**config.mk**
```make
export PLATFORM = sky130hd
export DESIGN_NAME = wishbone_shared_bus
export DESIGN_NICKNAME = d
export VERILOG_FILES = /design/src/rtl/wishbone_pkg.sv /design/src/rtl/rr_arbiter.sv /design/src/rtl/wishbone_shared_bus.sv
export SDC_FILE = /design/constraint.sdc
export NUM_CORES = 1
export LEC_CHECK = 0
export ABC_CLOCK_PERIOD_IN_PS = 4500
export CORE_AREA = 4 4 270 272
export CTS_CLUSTER_SIZE = 8
export DETAILED_ROUTE_END_ITERATION = 10
export DIE_AREA = 0 0 274 276
export SYNTH_ARGS = -nofsm -noshare
export SYNTH_HDL_FRONTEND = slang
export SYNTH_HIERARCHICAL = 1
export SYNTH_SLANG_ARGS = --single-unit
```
**constraint.sdc**
```tcl
create_clock -name clk_i -period 4.5 [get_ports clk_i]
set_input_delay 0.45 -clock clk_i [delete_from_list [all_inputs] [get_ports clk_i]]
set_output_delay 0.45 -clock clk_i [all_outputs]
set_load 0.1 [all_outputs]
```
**src/rtl/wishbone_pkg.sv**
```systemverilog
// rtl/wishbone_pkg.sv - shared types and defaults for the Wishbone shared bus
package wishbone_pkg;

   localparam int WB_DATA_W = 32;
   localparam int WB_ADDR_W = 32;

   typedef enum logic [1:0] {
      IDLE,
      BUSY,
      DECERR,
      TOERR
   } bus_state_e;

   typedef struct packed {
      logic cyc;
      logic stb;
      logic we;
      logic lock;
   } wb_req_ctl_t;

   typedef struct packed {
      logic ack;
      logic err;
      logic rty;
   } wb_resp_t;

endpackage

```
**src/rtl/rr_arbiter.sv**
```systemverilog
// rtl/rr_arbiter.sv - round-robin pick of the first requester after the pointer
module rr_arbiter #(
   parameter int N     = 2,
   parameter int IDX_W = (N > 1) ? $clog2(N) : 1
) (
   input  logic [N-1:0]     req_i,
   input  logic [IDX_W-1:0] ptr_i,
   output logic [N-1:0]     gnt_o,
   output logic [IDX_W-1:0] idx_o
);

   // Two passes: indices above the pointer first, then wrap to the bottom.
   always_comb begin
      gnt_o = '0;
      idx_o = '0;
      for (int i = 0; i < N; i++) begin
         if (~|gnt_o && req_i[i] && (i > int'(ptr_i))) begin
            gnt_o[i] = 1'b1;
            idx_o    = IDX_W'(i);
         end
      end
      for (int i = 0; i < N; i++) begin
         if (~|gnt_o && req_i[i] && (i <= int'(ptr_i))) begin
            gnt_o[i] = 1'b1;
            idx_o    = IDX_W'(i);
         end
      end
   end

endmodule

```
**src/rtl/wishbone_shared_bus.sv**
```systemverilog
// rtl/wishbone_shared_bus.sv - N-master/N-slave Wishbone classic shared bus
module wishbone_shared_bus
   import wishbone_pkg::*;
#(
   parameter int N_MASTER = 2,
   parameter int N_SLAVE  = 4,
   parameter int DATA_W   = WB_DATA_W,
   parameter int ADDR_W   = WB_ADDR_W,
   parameter int TIMEOUT  = 255
) (
   input  logic                            clk_i,
   input  logic                            rst_i,
   input  logic [N_SLAVE*ADDR_W-1:0]       SSTART_ADDR,
   input  logic [N_SLAVE*ADDR_W-1:0]       SEND_ADDR,
   input  logic [N_MASTER*DATA_W-1:0]      ms_dat_i,
   input  logic [N_MASTER*ADDR_W-1:0]      ms_adr_i,
   input  logic [N_MASTER*(DATA_W/8)-1:0]  ms_sel_i,
   input  logic [N_MASTER-1:0]             ms_we_i,
   input  logic [N_MASTER-1:0]             ms_cyc_i,
   input  logic [N_MASTER-1:0]             ms_stb_i,
   input  logic [N_MASTER-1:0]             mi_lock_i,
   output logic [N_MASTER-1:0]             im_gnt_o,
   output logic [N_MASTER*DATA_W-1:0]      sm_dat_o,
   output logic [N_MASTER-1:0]             sm_ack_o,
   output logic [N_MASTER-1:0]             sm_err_o,
   output logic [N_MASTER-1:0]             sm_rty_o,
   output logic [DATA_W-1:0]               ms_dat_o,
   output logic [ADDR_W-1:0]               ms_adr_o,
   output logic [DATA_W/8-1:0]             ms_sel_o,
   output logic                            ms_we_o,
   output logic [N_SLAVE-1:0]              ms_cyc_o,
   output logic [N_SLAVE-1:0]              ms_stb_o,
   input  logic [N_SLAVE*DATA_W-1:0]       sl_dat_i,
   input  logic [N_SLAVE-1:0]              sl_ack_i,
   input  logic [N_SLAVE-1:0]              sl_err_i,
   input  logic [N_SLAVE-1:0]              sl_rty_i
);

   localparam int SEL_W = DATA_W / 8;
   localparam int IDX_W = (N_MASTER > 1) ? $clog2(N_MASTER) : 1;

   bus_state_e           state_q, state_d;
   logic [N_MASTER-1:0]  gnt_q, gnt_d;
   logic [IDX_W-1:0]     ptr_q, ptr_d;

   logic [N_MASTER-1:0]  arb_gnt;
   logic [IDX_W-1:0]     arb_idx;

   logic [DATA_W-1:0]    dat_g;
   logic [ADDR_W-1:0]    adr_g;
   logic [SEL_W-1:0]     sel_g;
   wb_req_ctl_t          ctl_g;

   logic [N_SLAVE-1:0]   hit;
   logic                 any_hit;
   wb_resp_t             sl_resp;
   logic [DATA_W-1:0]    sl_dat;

   logic                 in_busy_stb;
   logic                 resp_ack, resp_err, resp_rty;
   logic                 wd_pending, wd_expire;

   rr_arbiter #(
      .N     (N_MASTER),
      .IDX_W (IDX_W)
   ) u_arb (
      .req_i (ms_cyc_i),
      .ptr_i (ptr_q),
      .gnt_o (arb_gnt),
      .idx_o (arb_idx)
   );

   // Granted master's request; all zero while nobody holds the grant.
   always_comb begin
      dat_g = '0;
      adr_g = '0;
      sel_g = '0;
      ctl_g = '0;
      for (int m = 0; m < N_MASTER; m++) begin
         if (gnt_q[m]) begin
            dat_g     = ms_dat_i[m*DATA_W +: DATA_W];
            adr_g     = ms_adr_i[m*ADDR_W +: ADDR_W];
            sel_g     = ms_sel_i[m*SEL_W +: SEL_W];
            ctl_g.cyc = ms_cyc_i[m];
            ctl_g.stb = ms_stb_i[m];
            ctl_g.we  = ms_we_i[m];
            ctl_g.lock = mi_lock_i[m];
         end
      end
   end

   always_comb begin
      hit = '0;
      for (int s = 0; s < N_SLAVE; s++) begin
         if (~|hit && (adr_g >= SSTART_ADDR[s*ADDR_W +: ADDR_W])
                   && (adr_g <= SEND_ADDR[s*ADDR_W +: ADDR_W])) begin
            hit[s] = 1'b1;
         end
      end
   end

   assign any_hit = |hit;

   always_comb begin
      sl_resp = '0;
      sl_dat  = '0;
      for (int s = 0; s < N_SLAVE; s++) begin
         if (hit[s]) begin
            sl_resp.ack = sl_ack_i[s];
            sl_resp.err = sl_err_i[s];
            sl_resp.rty = sl_rty_i[s];
            sl_dat      = sl_dat_i[s*DATA_W +: DATA_W];
         end
      end
   end

   assign in_busy_stb = (state_q == BUSY) && ctl_g.stb;
   assign resp_ack    = in_busy_stb && sl_resp.ack;
   assign resp_rty    = in_busy_stb && sl_resp.rty;
   assign resp_err    = (in_busy_stb && sl_resp.err) || (state_q == DECERR) || (state_q == TOERR);

   assign ms_dat_o = dat_g;
   assign ms_adr_o = adr_g;
   assign ms_sel_o = sel_g;
   assign ms_we_o  = ctl_g.we;
   assign ms_cyc_o = ((state_q == BUSY) && ctl_g.cyc) ? hit : '0;
   assign ms_stb_o = in_busy_stb ? hit : '0;

   assign im_gnt_o = gnt_q;
   assign sm_ack_o = resp_ack ? gnt_q : '0;
   assign sm_err_o = resp_err ? gnt_q : '0;
   assign sm_rty_o = resp_rty ? gnt_q : '0;

   always_comb begin
      sm_dat_o = '0;
      for (int m = 0; m < N_MASTER; m++) begin
         sm_dat_o[m*DATA_W +: DATA_W] = (gnt_q[m] && in_busy_stb) ? sl_dat : '0;
      end
   end

   assign wd_pending = in_busy_stb && any_hit && !(sl_resp.ack || sl_resp.err || sl_resp.rty);

   generate
      if (TIMEOUT > 0) begin : g_wd
         localparam int WD_W = $clog2(TIMEOUT + 1);
         logic [WD_W-1:0] wd_q, wd_d, wd_inc;

         assign wd_inc    = wd_q + WD_W'(1);
         // A response in the expiry cycle removes wd_pending, so the ack wins.
         assign wd_expire = wd_pending && (wd_inc == WD_W'(TIMEOUT));

         always_comb begin
            wd_d = '0;
            if (wd_pending && !wd_expire) begin
               wd_d = wd_inc;
            end
         end

         always_ff @(posedge clk_i) begin
            if (rst_i) begin
               wd_q <= '0;
            end else begin
               wd_q <= wd_d;
            end
         end
      end else begin : g_no_wd
         assign wd_expire = 1'b0;
      end
   endgenerate

   always_comb begin
      state_d = state_q;
      gnt_d   = gnt_q;
      ptr_d   = ptr_q;
      case (state_q)
         IDLE: begin
            if (|ms_cyc_i) begin
               state_d = BUSY;
               gnt_d   = arb_gnt;
               ptr_d   = arb_idx;
            end
         end
         BUSY: begin
            if (!ctl_g.cyc && !ctl_g.lock) begin
               state_d = IDLE;
               gnt_d   = '0;
            end else if (ctl_g.stb && !any_hit) begin
               state_d = DECERR;
            end else if (wd_expire) begin
               state_d = TOERR;
            end
         end
         DECERR:  state_d = BUSY;
         TOERR:   state_d = BUSY;
         default: state_d = IDLE;
      endcase
   end

   always_ff @(posedge clk_i) begin
      if (rst_i) begin
         state_q <= IDLE;
         gnt_q   <= '0;
         ptr_q   <= IDX_W'(N_MASTER - 1);
      end else begin
         state_q <= state_d;
         gnt_q   <= gnt_d;
         ptr_q   <= ptr_d;
      end
   end

endmodule

```
# Yosys cells after proc, flatten, opt, wreduce, memory -nomap -nowiden
# Index checks and enable logic that the tools add are counted.
# W data, S select, Z words.
[op_classes]
add_sub_neg = 1
order_cmp = 10
eq_ne = 7
muxes = 40
bitwise_logic = 1
n_reduce_logical = 50
[ops]
columns = ["operator", "n"]
rows = [
  ["$mux W32", 10],
  ["$ge A32 B32 Y1", 4],
  ["$le A32 B32 Y1", 4],
  ["$logic_and A1 B1 Y1", 24],
  ["$mux W4", 6],
  ["$mux W2", 9],
  ["$mux W3", 4],
  ["$logic_not A1 Y1", 10],
  ["$reduce_or A2 Y1", 5],
  ["$mux W1", 9],
  ["$add A8 B1 Y8 const B", 1],
  ["$eq A8 B8 Y1 const B", 1],
  ["$pmux W2 S3", 1],
  ["$eq A2 B2 Y1 const B", 2],
  ["$logic_or A1 B1 Y1", 4],
  ["$ne A4 B2 Y1 const B", 1],
  ["$pmux W2 S2", 1],
  ["$reduce_and A2 Y1", 2],
  ["$reduce_or A4 Y1", 1],
  ["$reduce_and A3 Y1", 1],
  ["$reduce_or A3 Y1", 1],
  ["$eq A2 B1 Y1 const B", 1],
  ["$logic_not A2 Y1", 1],
  ["$ne A2 B1 Y1 const B", 1],
  ["5 further kinds", 5],
]
[word_totals]
reg_bits = 13
output_inout_bits = 149
elab_cells = 113

# Longest topological paths before layout
# Gate-level depths: netlist of the first run.
[depth]
ltp_word = 29
ltp_mapped = 18
mapped_depth_nobuf = 13

# By module
# The synthesis of the first run kept the hierarchy.
[by_module_without_submodules]
columns = ["module", "n_inst", "cells_each", "area_per_inst_um2", "seq_area_each_um2"]
rows = [
  ["wishbone_shared_bus", 1, 1353, 9222.6, 260.2],
  ["rr_arbiter", 1, 4, 26.3, 0.0],
]

# Least setup slack after synthesis of the first run
# OpenSTA, ideal clock, no wires.
[synth_path]
path_type = "reg-to-output"
startpoint = "register gnt_q[0], in the netlist im_gnt_o[0]"
endpoint = "output sm_dat_o[2]"
arrival_time_ps = 6519
required_ps = 4050
path_slack_ps = -2469
stages_incl_launch_ff = 18
path_buffers = 4
path_cell_list = "dfxtp_1 > nor2b_1 > clkbuf_1 > clkbuf_1 > a22o_1 > ha_1 > a21oi_1 > nand2_1 > a221o_1 > or3_1 > a21oi_2 > o21a_1 > clkbuf_1 > buf_2 > nand2_1 > o211ai_1 > o21ai_0 > a21oi_1"
[synth_between]
elab_chain_len = 21
elab_cells_between_ends = 35
classes_between = "order compare: 8; mux: 13; reduce/logical: 14"
[synth_lines]
columns = ["item", "line", "source"]
rows = [
  ["start, declared", "wishbone_shared_bus.sv:43", "logic [N_MASTER-1:0] gnt_q, gnt_d;"],
  ["start signal, assigned", "wishbone_shared_bus.sv:206", "gnt_q <= gnt_d;"],
  ["$mux W32 * (2 in series)", "wishbone_shared_bus.sv:80", "if (gnt_q[m]) begin"],
  ["net ms_adr_o[14]", "wishbone_shared_bus.sv:28", "output logic [ADDR_W-1:0] ms_adr_o,"],
  ["$ge A32 B32 Y1 / $le A32 B32 Y1 (equally long branches)", "wishbone_shared_bus.sv:95, wishbone_shared_bus.sv:96", ""],
  ["$logic_and A1 B1 Y1", "wishbone_shared_bus.sv:96", "&& (adr_g <= SEND_ADDR[s*ADDR_W +: ADDR_W])) begin"],
  ["$mux W1", "wishbone_shared_bus.sv:95", "if (~|hit && (adr_g >= SSTART_ADDR[s*ADDR_W +: ADDR_W])"],
  ["$logic_not A1 Y1", "wishbone_shared_bus.sv:95", ""],
  ["$logic_and A1 B1 Y1", "wishbone_shared_bus.sv:95", ""],
  ["$logic_and A1 B1 Y1", "wishbone_shared_bus.sv:96", ""],
  ["[5 not listed]", "-", ""],
  ["$mux W1", "wishbone_shared_bus.sv:95", ""],
  ["$reduce_or A3 Y1", "wishbone_shared_bus.sv:95", ""],
  ["$logic_not A1 Y1", "wishbone_shared_bus.sv:95", ""],
  ["$logic_and A1 B1 Y1", "wishbone_shared_bus.sv:95", ""],
  ["$logic_and A1 B1 Y1", "wishbone_shared_bus.sv:96", ""],
  ["$mux W1", "wishbone_shared_bus.sv:95", ""],
  ["$mux W32 *", "wishbone_shared_bus.sv:108", "if (hit[s]) begin"],
  ["$mux W32 *", "wishbone_shared_bus.sv:137", "sm_dat_o[m*DATA_W +: DATA_W] = (gnt_q[m] && in_busy_stb) ? sl_dat : '0;"],
  ["end, declared", "wishbone_shared_bus.sv:23", "output logic [N_MASTER*DATA_W-1:0] sm_dat_o,"],
]
# The timed path passes the listed nets; every way through them passes the cells marked *.

# Worst setup path after layout of the first run
[layout_path]
startpoint = "register gnt_q[0], in the netlist im_gnt_o[0]"
endpoint = "output sm_dat_o[5]"
[layout_between]
elab_chain_len = 21
elab_cells_between_ends = 35
classes_between = "order compare: 8; mux: 13; reduce/logical: 14"
[layout_lines]
columns = ["item", "line"]
rows = [
  ["$mux W32 (2 in series)", "wishbone_shared_bus.sv:80"],
  ["$ge A32 B32 Y1 / $le A32 B32 Y1 (equally long branches)", "wishbone_shared_bus.sv:95, wishbone_shared_bus.sv:96"],
  ["$logic_and A1 B1 Y1", "wishbone_shared_bus.sv:96"],
  ["$mux W1", "wishbone_shared_bus.sv:95"],
  ["$logic_not A1 Y1", "wishbone_shared_bus.sv:95"],
  ["$logic_and A1 B1 Y1", "wishbone_shared_bus.sv:95"],
  ["$logic_and A1 B1 Y1", "wishbone_shared_bus.sv:96"],
  ["$mux W1", "wishbone_shared_bus.sv:95"],
  ["[4 not listed]", "-"],
  ["$mux W1", "wishbone_shared_bus.sv:95"],
  ["$reduce_or A3 Y1", "wishbone_shared_bus.sv:95"],
  ["$logic_not A1 Y1", "wishbone_shared_bus.sv:95"],
  ["$logic_and A1 B1 Y1", "wishbone_shared_bus.sv:95"],
  ["$logic_and A1 B1 Y1", "wishbone_shared_bus.sv:96"],
  ["$mux W1", "wishbone_shared_bus.sv:95"],
  ["$mux W32", "wishbone_shared_bus.sv:108"],
  ["$mux W32 *", "wishbone_shared_bus.sv:137"],
]
# Every way passes the cells marked *; elsewhere a longest branch is shown, timed or not.

==> results of run 1 <==
[cells in the mapped netlist, drive strengths merged, types with 10 or more instances]
| master | instances | area [um^2] |
|---|---|---|
| dfxtp | 13 | 260 |
| inv | 262 | 983 |
| nor2b | 11 | 68.8 |
| nor2 | 43 | 161 |
| o21ai | 73 | 369 |
| nand4 | 45 | 297 |
| nand3 | 24 | 120 |
| a211oi | 10 | 75.1 |
| buf | 13 | 66.3 |
| a21oi | 158 | 795 |
| nand2 | 139 | 522 |
| clkbuf | 34 | 128 |
| a21o | 41 | 308 |
| o211ai | 45 | 338 |
| ha | 258 | 3230 |
| a22o | 69 | 604 |
[layer usage]
layer	wire length [um]	track usage	vias to the layer above
met2	32300	0.289	567
met4	2020	0.0483	14
met1	26800	0.189	6173
li1	-	-	6622
met3	5250	0.0365	84
met5	88	0	-
[worst reg2reg max path: stages, from the launching register on]
cell and delay (ps):
dfxtp_4 330, nor2b_4 140, buf_12 150, buf_4 200, a22o_4 260, buf_4 170
ha_1 270, nand4_1 130, inv_1 80, a221oi_4 380, buf_4 180, o41a_1 190
a21oi_4 80, o21a_4 170, bufbuf_16 310, o311ai_2 350, a32oi_4 130, buf_4 170
buf_4 130, and2_1 140, a31o_1 190
[state kept, by name, indices dropped and copies added, names as in the netlist]
register and cells:
g_wd.wd_q 8, im_gnt_o 2, ptr_q 1, state_q 2
[final cells by class]
class | instances | area share
clock inverter | 1 | 0.000226
multi-input combinational | 1035 | 0.450
sequential | 13 | 0.0121
tap | 950 | 0.0536
clock buffer | 3 | 0.00338
timing repair buffer | 915 | 0.436
antenna | 8 | 0.000902
inverter | 262 | 0.0443
[path summary, 6_finish.rpt]
check                                 end  slack (ps)  cells after the start
setup / recovery              sm_dat_o[5]        -120                     18
hold / removal         ptr_q$_SDFFE_PP1P_         500                      2
setup reg to reg  state_q[1]$_SDFFE_PP0P_         220                     20
hold reg to reg        ptr_q$_SDFFE_PP1P_         500                      2
[where the power goes]
group	switching, uW	internal, uW	total, uW
Combinational	1350	1170	2520
Sequential	3.43	118	122
Clock	48.9	118	167
[placed cells by master (no fill, tap or decap), types with 7 or more instances in the layout]
cell type          n
nand2_1          100
clkbuf_16          8
nand2_2           12
a21oi_4           67
nor2b_1            9
a22o_4            31
o211ai_1          45
o21a_1             7
buf_4            248
o21ai_2           23
nor2_1            29
o21ai_1           18
diode_2            8
buf_6             13
inv_1            262
nand4_1           44
ha_1             231
nand3_1           23
dfxtp_1           11
nor2_4            11
a21oi_1           77
o21ai_0           30
nor3_1             7
ha_4              27
clkdlybuf4s50_1  543
a22o_1            38
buf_12            97
a21o_1            41
nand2_4           27
a21oi_2           14
[repair_timing]
item                                   4_1_cts  5_1_grt
pin swaps                                   37       56
cloned                                       4        5
gates resized for setup                     95       89
setup buffers                               24       10
setup endpoints to repair                   87       83
endpoints found under the hold margin        0        0
[logic make-up after synthesis]
family | share of synthesized area
muxes | 0.00122
and+or+nand+nor | 0.167
adders and majority gates | 0.349
AOI/OAI and AO/OA | 0.321
buffers and inverters | 0.127
xor gates and xnor gates | 0.00568
DFF | 0.0281
[metrics by stage]
stage | utilization | hold WS [ps] | total power [uW] | worst slack [ps]
5_1_grt | 0.314 | 559 | 2990 | -237
4_1_cts | 0.305 | 506 | 2720 | -223
2_1_floorplan | - | 464 | 1330 | -204
6_report | 0.314 | 504 | 2810 | -122
3_3_place_gp | 0.293 | 492 | 2400 | -683
3_5_place_dp | 0.293 | 500 | 2410 | -605
==> results.md, run 1 <==
- Post-route insts no fill: approximately 3,200
- # DRC: 0
- Post-synth EDFFs: 0
- Core footprint: roughly 71,000 um^2
- HP Start: ptr_q$_SDFFE_PP1P_
- Total CTS buffers: 3
- Layout cells sized above 1: 0.289
- Nets: around 3,000
- Initial antenna violation count: 17
- Placement Cell Area: approximately 21,000 um^2
- Routed WL: about 66,000 um
- Max Cap Viol: 0
- Hold WC Path Type: flip-flop to flip-flop
- CP cell instances: nor2b_4 > buf_12 > buf_8 > a22o_4 > buf_4 > buf_4 > ha_1 > a21o_1 > a21o_1 > a211oi_2 > buf_4 > a32o_4 > and3_4 > and2_4 > buf_12 > nand2_2 > a21oi_4 > buf_12
- Sequential cell area: between 200 and 300 um^2
- LEAKAGE: approximately 0.010 uW
- Tmin final: about 4600 ps
- Avg Vias per Cell: 4.22
- Cells after synthesis: approximately 1,400
- WP data required: 4050 ps
- F_max: about 0.22 GHz
- Failing checks: setup timing
- Final slew viol count: 0
- Die W: around 270 um
- Worst Max-Slew Pin Slew: 1030 ps
- DR pass1 iterations: 4
- Peak VDD IR: roughly 120 uV
- CTS tree: built
- Slowest CP cell: dfxtp_4
- Mapped Nets: 2,157
- Final setup margin: -122 ps
- Residual overflow from global routing: 0
- Global-route usage over all layers: 0.161
- FP Rows: 98
- RR Startpoint: im_gnt_o[0]$_SDFFE_PP0P_
- Unrepaired setup endpoints after global routing: yes
- # clock sinks: 13
- CP Launch Type: flip-flop
- Final ANT Viol Nets: 0
- Worst-path fanout max: 13
- CP bufs+invs: 7
- Most used DFF post-synth: dfxtp_1
- Setup TNS: -4910 ps
- Async set or reset register ratio after synthesis: 0
- Chip height: 276 um
- Setup-failing EPs final: 71
- Critical path class: flip-flop to primary output
- Multi-input logic area: roughly 10000 um^2
- YS warnings: 6
- Layout area overhead: 140%
- Mapped cell area: slightly above 9000 um^2
- IO buf count: 690
- Worst setup startpoint: im_gnt_o[0]$_SDFFE_PP0P_
- Hold Fails Final Rpt: 0
- Status: complete, but fails checks
- DR WL/cell: 20.9 um
- Vias in the first global route: around 14,000
- Inst Count DP: about 3,100
- Fill cells: around 7,500
- Clk_skew: a little over 6 ps
- Seq/Total Area, Yosys: 0.0281
- Crit path DAT: 4170 ps
- Largest net degree at the start of global routing: 36
- IO Pins: about 690
- Clk_lat worst skew: 240 ps
- Final HPWL DP: approximately 57,000 um
- Finished Cell Area: 22,200 um^2
- 1st-iter DRT viols: 432
- P per Cell Area: ~130 nW/um^2
- Overall die area: 75,600 um^2
- Clock slew at reported path FFs: 40 ps
- Initial core utilization: 0.131
- Period Utilization, post-route: 1.03
- Gpl congestion: approximately 0.89
- Syn Area/Cell: slightly below 7 um^2
- Crit-path leading delay family: compound AO/OA/AOI/OAI gates
- Hold_buf cts: 0
- Vias: approximately 13,000
- Post-synthesis register bit count: 13
- First-pass GRT wire length: between 90,000 and 100,000 um
- Slew margin rel.: 0.313
- Crit end category: primary output
- Largest stage delay, worst path: roughly 330 ps
- Root buffer cell: clkbuf_16
- Maximum root-to-sink buffer count: 2
- Cell variety after synth: 63
- CTS H-Tree Depth: 1
Power figures use the tool's default switching activity.
==> run 2: changes to the inputs <==
- HOLD_SLACK_MARGIN: default -> 0.15
==> results of run 2 <==
Same layout as run 1: the final DEF is identical, and so are final timing and power.
